--- src/rtl/id_ex_stage.sv ---
// ID/EX pipeline register with operand forwarding, load-use stall and flush/hold control.
// Build with ID_EX_FORWARD_EN defined for forwarding; otherwise any RAW hazard stalls.
module id_ex_stage #(
  parameter int DW   = 32,
  parameter int AW   = 5,
  parameter int ALUW = 4
) (
  input  logic            clk,
  input  logic            reset_n,
  input  logic            i_valid,
  input  logic [AW-1:0]   i_rs,
  input  logic [AW-1:0]   i_rt,
  input  logic [AW-1:0]   i_rd,
  input  logic            i_uses_rt,
  input  logic [DW-1:0]   i_rdata1,
  input  logic [DW-1:0]   i_rdata2,
  input  logic [15:0]     i_imm,
  input  logic            i_imm_zext,
  input  logic            i_alu_src,
  input  logic [ALUW-1:0] i_alu_op,
  input  logic            i_we,
  input  logic            i_mem_rd,
  input  logic            i_mem_wr,
  input  logic            i_exmem_we,
  input  logic [AW-1:0]   i_exmem_waddr,
  input  logic [DW-1:0]   i_exmem_wdata,
  input  logic            i_memwb_we,
  input  logic [AW-1:0]   i_memwb_waddr,
  input  logic [DW-1:0]   i_memwb_wdata,
  input  logic            i_flush,
  input  logic            i_hold,
  output logic            o_stall,
  output logic            o_valid,
  output logic [DW-1:0]   o_opa,
  output logic [DW-1:0]   o_opb,
  output logic [DW-1:0]   o_store_data,
  output logic [AW-1:0]   o_waddr,
  output logic [ALUW-1:0] o_alu_op,
  output logic            o_we,
  output logic            o_mem_rd,
  output logic            o_mem_wr
);

  logic [DW-1:0] fwd_rs;
  logic [DW-1:0] fwd_rt;
  logic [DW-1:0] imm_ext;
  logic          load_use;
  logic          hazard;
  logic          bubble;

  assign load_use = o_valid & o_mem_rd & (o_waddr != '0) &
                    ((o_waddr == i_rs) | (i_uses_rt & (o_waddr == i_rt)));

`ifdef ID_EX_FORWARD_EN
  // EX/MEM is the younger result, so it wins over MEM/WB; r0 is hardwired zero.
  always_comb begin
    fwd_rs = i_rdata1;
    if (i_rs == '0)
      fwd_rs = '0;
    else if (i_exmem_we && (i_exmem_waddr == i_rs))
      fwd_rs = i_exmem_wdata;
    else if (i_memwb_we && (i_memwb_waddr == i_rs))
      fwd_rs = i_memwb_wdata;

    fwd_rt = i_rdata2;
    if (i_rt == '0)
      fwd_rt = '0;
    else if (i_exmem_we && (i_exmem_waddr == i_rt))
      fwd_rt = i_exmem_wdata;
    else if (i_memwb_we && (i_memwb_waddr == i_rt))
      fwd_rt = i_memwb_wdata;
  end

  assign hazard = load_use;
`else
  logic raw_ex;
  logic raw_exmem;
  logic raw_memwb;
  logic unused_fwd_data;

  assign fwd_rs = i_rdata1;
  assign fwd_rt = i_rdata2;

  // Without forwarding, wait until every in-flight producer of a used source has retired.
  assign raw_ex    = o_valid & (o_we | o_mem_rd) & (o_waddr != '0) &
                     ((o_waddr == i_rs) | (i_uses_rt & (o_waddr == i_rt)));
  assign raw_exmem = i_exmem_we & (i_exmem_waddr != '0) &
                     ((i_exmem_waddr == i_rs) | (i_uses_rt & (i_exmem_waddr == i_rt)));
  assign raw_memwb = i_memwb_we & (i_memwb_waddr != '0) &
                     ((i_memwb_waddr == i_rs) | (i_uses_rt & (i_memwb_waddr == i_rt)));

  assign hazard          = load_use | raw_ex | raw_exmem | raw_memwb;
  assign unused_fwd_data = ^{i_exmem_wdata, i_memwb_wdata};
`endif

  assign imm_ext = i_imm_zext ? {{(DW-16){1'b0}}, i_imm} : {{(DW-16){i_imm[15]}}, i_imm};
  assign bubble  = i_flush | (i_valid & hazard);
  assign o_stall = i_hold | (i_valid & hazard & ~i_flush);

  // Hold freezes everything; a bubble only kills valid and controls, data regs are don't-care.
  always_ff @(posedge clk or negedge reset_n) begin
    if (!reset_n) begin
      o_valid      <= 1'b0;
      o_opa        <= '0;
      o_opb        <= '0;
      o_store_data <= '0;
      o_waddr      <= '0;
      o_alu_op     <= '0;
      o_we         <= 1'b0;
      o_mem_rd     <= 1'b0;
      o_mem_wr     <= 1'b0;
    end else if (!i_hold) begin
      if (bubble) begin
        o_valid  <= 1'b0;
        o_we     <= 1'b0;
        o_mem_rd <= 1'b0;
        o_mem_wr <= 1'b0;
      end else begin
        o_valid      <= i_valid;
        o_opa        <= fwd_rs;
        o_opb        <= i_alu_src ? imm_ext : fwd_rt;
        o_store_data <= fwd_rt;
        o_waddr      <= i_rd;
        o_alu_op     <= i_alu_op;
        o_we         <= i_valid & i_we;
        o_mem_rd     <= i_valid & i_mem_rd;
        o_mem_wr     <= i_valid & i_mem_wr;
      end
    end
  end

endmodule
--- config.mk ---
export PLATFORM = sky130hd
export DESIGN_NAME = id_ex_stage
export DESIGN_NICKNAME = d
export VERILOG_FILES = /design/src/rtl/id_ex_stage.sv
export SDC_FILE = /design/constraint.sdc
export NUM_CORES = 1
export LEC_CHECK = 0
export ABC_AREA = 1
export ABC_CLOCK_PERIOD_IN_PS = 2300
export CAP_MARGIN = 20
export CORE_MARGIN = 2
export CORE_UTILIZATION = 39
export CTS_CLUSTER_DIAMETER = 150
export DETAILED_ROUTE_END_ITERATION = 16
export GPL_TIMING_DRIVEN = 0
export PLACE_DENSITY = 0.82
export SYNTH_ARGS = -nofsm -noshare
export SYNTH_HDL_FRONTEND = slang
export SYNTH_SLANG_ARGS = --single-unit
--- constraint.sdc ---
create_clock -name clk -period 2.3 [get_ports clk]
set_input_delay 0.46 -clock clk [delete_from_list [all_inputs] [get_ports clk]]
set_output_delay 0.46 -clock clk [all_outputs]
set_load 0.01 [all_outputs]
* Word-level counts from Yosys, hierarchy flattened
Index checks and enable logic that the tools add are counted.
** Storage, ports and cells
- Flip-flop bits (word level) :: 109
- Input bits :: 186
- Output and inout bits :: 110
- Word-level logic and storage cells :: 55
** Operators by class
- Equal/unequal tests :: 6
- Multiplexer cells :: 6
- Bitwise gates (word level) :: 30
- Reduce and logical (&&, ||, !) cells :: 4
** Operators by type and width (count)
- 2-to-1 mux 32 bit :: 2
- == test 5 bit :: 6
- bitwise AND 1 bit :: 18
- nonzero test 5 bit :: 3
- bitwise OR 1 bit :: 9
- 2-to-1 mux 1 bit :: 4
- inverter 1 bit :: 3
- AND reduction 2 bit :: 1

* Depth between registers and ports, before layout
- Word-level depth :: 11
- Mapped depth :: 14
- Mapped depth without buffers :: 12

* Worst setup path before layout
No wires, ideal clock.
- Path type :: in2out
- Start point :: input port i_exmem_waddr[3]
- End point :: output port o_stall
- Data arrival time :: 1.458 ns
- Path slack :: 0.382 ns
- Stages :: 9
- Path through :: inv_1 -> nand4_1 -> o21ai_0 -> inv_1 -> nand2_1 -> nand3_2 -> nand2_4 -> clkbuf_1 -> o21bai_1
** On the way
- Cells in the longest elaborated chain, start to end :: 9
** Ends and longest elaborated chain
- start: declaration :: line 25 : input logic [AW-1:0] i_exmem_waddr,
- == test 5 bit :: line 88 : ((i_exmem_waddr == i_rs) | (i_uses_rt & (i_exmem_waddr == i_rt)));
- bitwise AND 1 bit :: line 88
- bitwise OR 1 bit :: line 88
- bitwise AND 1 bit * :: line 87 : assign raw_exmem = i_exmem_we & (i_exmem_waddr != '0) &
- bitwise OR 1 bit * (2 in series) :: line 92 : assign hazard = load_use | raw_ex | raw_exmem | raw_memwb;
- bitwise AND 1 bit * (2 in series) :: line 98 : assign o_stall = i_hold | (i_valid & hazard & ~i_flush);
- bitwise OR 1 bit * :: line 98
- end: declaration :: line 32 : output logic o_stall,
Every way passes the cells marked *; elsewhere a longest branch is shown, timed or not.

* Final worst setup path
- Start point :: input port i_rt[0]
- End point :: output port o_stall
** On the way
- Cells in the longest elaborated chain, start to end :: 10
** Ends and longest elaborated chain
- start: declaration :: line 12 : input logic [AW-1:0] i_rt,
- == test 5 bit :: line 52, 86
- bitwise AND 1 bit :: line 52, 86
- bitwise OR 1 bit :: line 52, 86
- bitwise AND 1 bit (on tied branches) :: line 51, 85
- bitwise OR 1 bit (2 in series) :: line 92
- bitwise OR 1 bit * :: line 92
- bitwise AND 1 bit * (2 in series) :: line 98
- bitwise OR 1 bit * :: line 98
Marks and branches as above.

==> flow_summary.ini <==
[critical_path]
cp-end-kind = output pin
critical_path_required_ps = 1840
r2r_setup_slack_ps = 220
cp_max_fo = 6
cpPeakStageDelay_ps = 360
rr_worst_depth = 13
r2r_start = o_waddr[3]
startpoint = i_rt[0]
path_cells = dlygate4sd2_1 > o21ai_0 > nor2_1 > nand3_1 > nand2_1 > nand2_2 > nand3_4 > nand2_8 > o21bai_1 > buf_2
start_kind = input pin
endpoint = o_stall
r2r-end = o_opb[0]
crit_type = input pin to output pin
crit_arrival_ps = 1710
slowest_stage = dlygate4sd2_1

[synth]
netlist_area_um2 = 5243
yosysUniqueCellTypes = 23
ys.warnings.count = 0
syn-instance-count = 676
yosysSeqAreaShare_pct = 52.03
syn_nets = 862
synth-simple-area-share_pct = 35.06
ys_seq_elements = 109
synth_xor_area_share_pct = 0.5012
synth-compound-area-share_pct = 2.196
synth_top_family_by_area = simple AND/OR/NAND/NOR gates
synthAdderAreaFrac_pct = 0
synthMuxAreaShare_pct = 3.437
synth.avg_cell_area_um2 = 7.755

[clocking]
clk_path_buf_depth = 2
cts_root_buffer = clkbuf_16
numCtsBuffers = 9
clk_pin_slew_ps = 80
cts_tree = done
htreeDepth = 3
holdBufCountCts = 0
cts_sinks = 109
clkLatencyLatePin_ps = 350

[status]
run_status = finished clean

[die]
die_y_um = 119.9
die_w_um = 119.9
core-area_um2 = 13190
io_pins = 296
dieArea_um2 = 14390
num_rows = 42
initial_core_util_pct = 39.75

[timing]
slew_headroom_pct = 61.23
period_share_pct = 94.52
tightest_slew_ps = 581.5
min_period_ps = 2174
max_freq_mhz = 460.0
finalHoldViolCount = 0
skew_ps = 12.54
drv_slew = 0
setup_viol = 0

[detailed_routing]
ant_nets = 0
met1Wirelength_um = 6884
first_pass_iters = 5
wl_per_cell_um = 15.06
via_per_inst = 4.875
drc = 0
drt_iter0_drc = 317
wl_met3_um = 1297
top_layer = met4
wirelength_um = 16640
dr_wl_met2_um = 7985
vias = 5387

[cells_and_area]
drive_gt1_share_pct = 8.827
fillers = 1189
diodes = 0
design_area_um2 = 8153
area_delta_synth_final_pct = 55.51
layout_common_cells = nand2_1, clkdlybuf4s50_1, nand3_1, dfrtp_1, inv_1
final_common_cell = nand2_1
final_net_count = 1110
final_util_pct = 61.81
stdcell_count = 1105

[global_routing]
antenna_found_initial = 0
grt_overflow = 0
grt_max_degree = 40
grt_pass1_wl_um = 26630
grt_usage_pct = 23.39
grt_pass1_vias = 5226

[place]
dp.cells = 1084
place_hpwl_um = 12650
gp_congestion = 0.8781
portBuffers = 230
placed_area_um2 = 7802

[pwr]
p_leak_nw = 4.120
ir_drop_uv = 373.3
p_per_area_nw_per_um2 = 676.6
power_mw = 5.517

[min_path]
min_path_type = input pin to asynchronous set/reset pin

[job]
maxCapViolations = 0
registers in the layout, summed over array words and instances, names as in the netlist:
register      cells
o_mem_wr          1
o_opa            32
o_alu_op          4
o_mem_rd          1
o_opb            32
o_valid           1
o_waddr           5
o_store_data     32
o_we              1
routing by layer:
| metal | global-route usage, % | vias up |
|---|---|---|
| met2 | 38.74 | 209 |
| met1 | 29.41 | 2513 |
| met4 | 8.971 | 0 |
| met3 | 5.846 | 37 |
| li1 | - | 2628 |
| met5 | 0 | - |
timing repair:
item | 4_1_cts | 5_1_grt
pin swaps | 3 | 1
buffers inserted | 1 | 5
gates resized for setup | 31 | 19
setup endpoints to repair | 1 | 59
cloned | 0 | 0
synthesized netlist by cell type:
library cell  count  area (µm²)
inv_2             3       11.26
nand4_1           5       31.28
buf_2            11       55.05
nand2_1         299        1122
nand3_1         113       565.5
buf_4             6       45.04
nor3_1            1       5.000
mux2_2           16       180.2
nand3_2           1       10.01
o21ai_0          19       95.09
clkinv_1          1       3.750
nor2_1           21       78.83
o21bai_1          2       15.01
nand2_4           1       11.26
dfrtp_1         109        2728
clkbuf_1         17       63.81
xnor2_1           3       26.28
a21oi_1           1       5.000
inv_1            40       150.1
buf_6             1       11.26
nand3b_1          1       7.510
nand2_2           1       6.260
buf_1             4       15.01
cell type report:
type / count / area (µm²) / area share, %
Buffer: 38 / 187.7 / 2.302
Clock buffer: 10 / 239.0 / 2.931
Clock inverter: 6 / 70.07 / 0.8594
Inverter: 44 / 165.2 / 2.026
Multi-Input combinational cell: 484 / 2186 / 26.81
Sequential cell: 109 / 2730 / 33.49
Tap cell: 176 / 220.2 / 2.701
Timing Repair Buffer: 238 / 2355 / 28.88
report_power, final:
| part | total (mW) | leakage [nW] | switching [mW] | internal [mW] |
|---|---|---|---|---|
| Clock | 1.61 | 0.147 | 0.731 | 0.883 |
| Sequential | 2.35 | 1.36 | 0.163 | 2.18 |
| Combinational | 1.56 | 2.62 | 0.711 | 0.845 |
| Total | 5.52 | 4.12 | 1.61 | 3.91 |
stage by stage:
| step | hold WS [ps] | setup slack, ps | TNS, ps |
|---|---|---|---|
| global route | 102.6 | -1.313 | -1.313 |
| floorplan | 164.4 | 382.2 | 0 |
| detailed placement | 457.3 | -1019 | -19670 |
| finish | 78.34 | 126.0 | 0 |
| global placement | 452.3 | -3521 | -400100 |
| CTS | 86.86 | 5.285 | 0 |
how the worst min path moves through the flow:
stage,cells after the start,endpoint,slack [ps]
CTS,1,o_opa[9],90
detailed placement,2,o_opb[1],460
finish,1,o_opa[9],80
global route,1,o_opa[9],100
floorplan,0,o_alu_op[0],160
global placement,2,o_opb[18],450
cell families (layout without fill, tap and decap cells):
family                 after synthesis  in the layout
AND/OR/NAND/NOR                    443            443
flip-flops                         109            109
multiplexers                        16             16
XOR/XNOR                             3              3
AO/OA/AOI/OAI                       22             22
buffers and inverters               83            336
worst max-delay path, delay by kind of cell:
| family | cells | cell delay [ps] |
|---|---|---|
| AO/OA/AOI/OAI | 2 | 250 |
| buffers and inverters | 2 | 510 |
| AND/OR/NAND/NOR | 6 | 470 |
No activity file was read; power rests on OpenSTA's default activity.
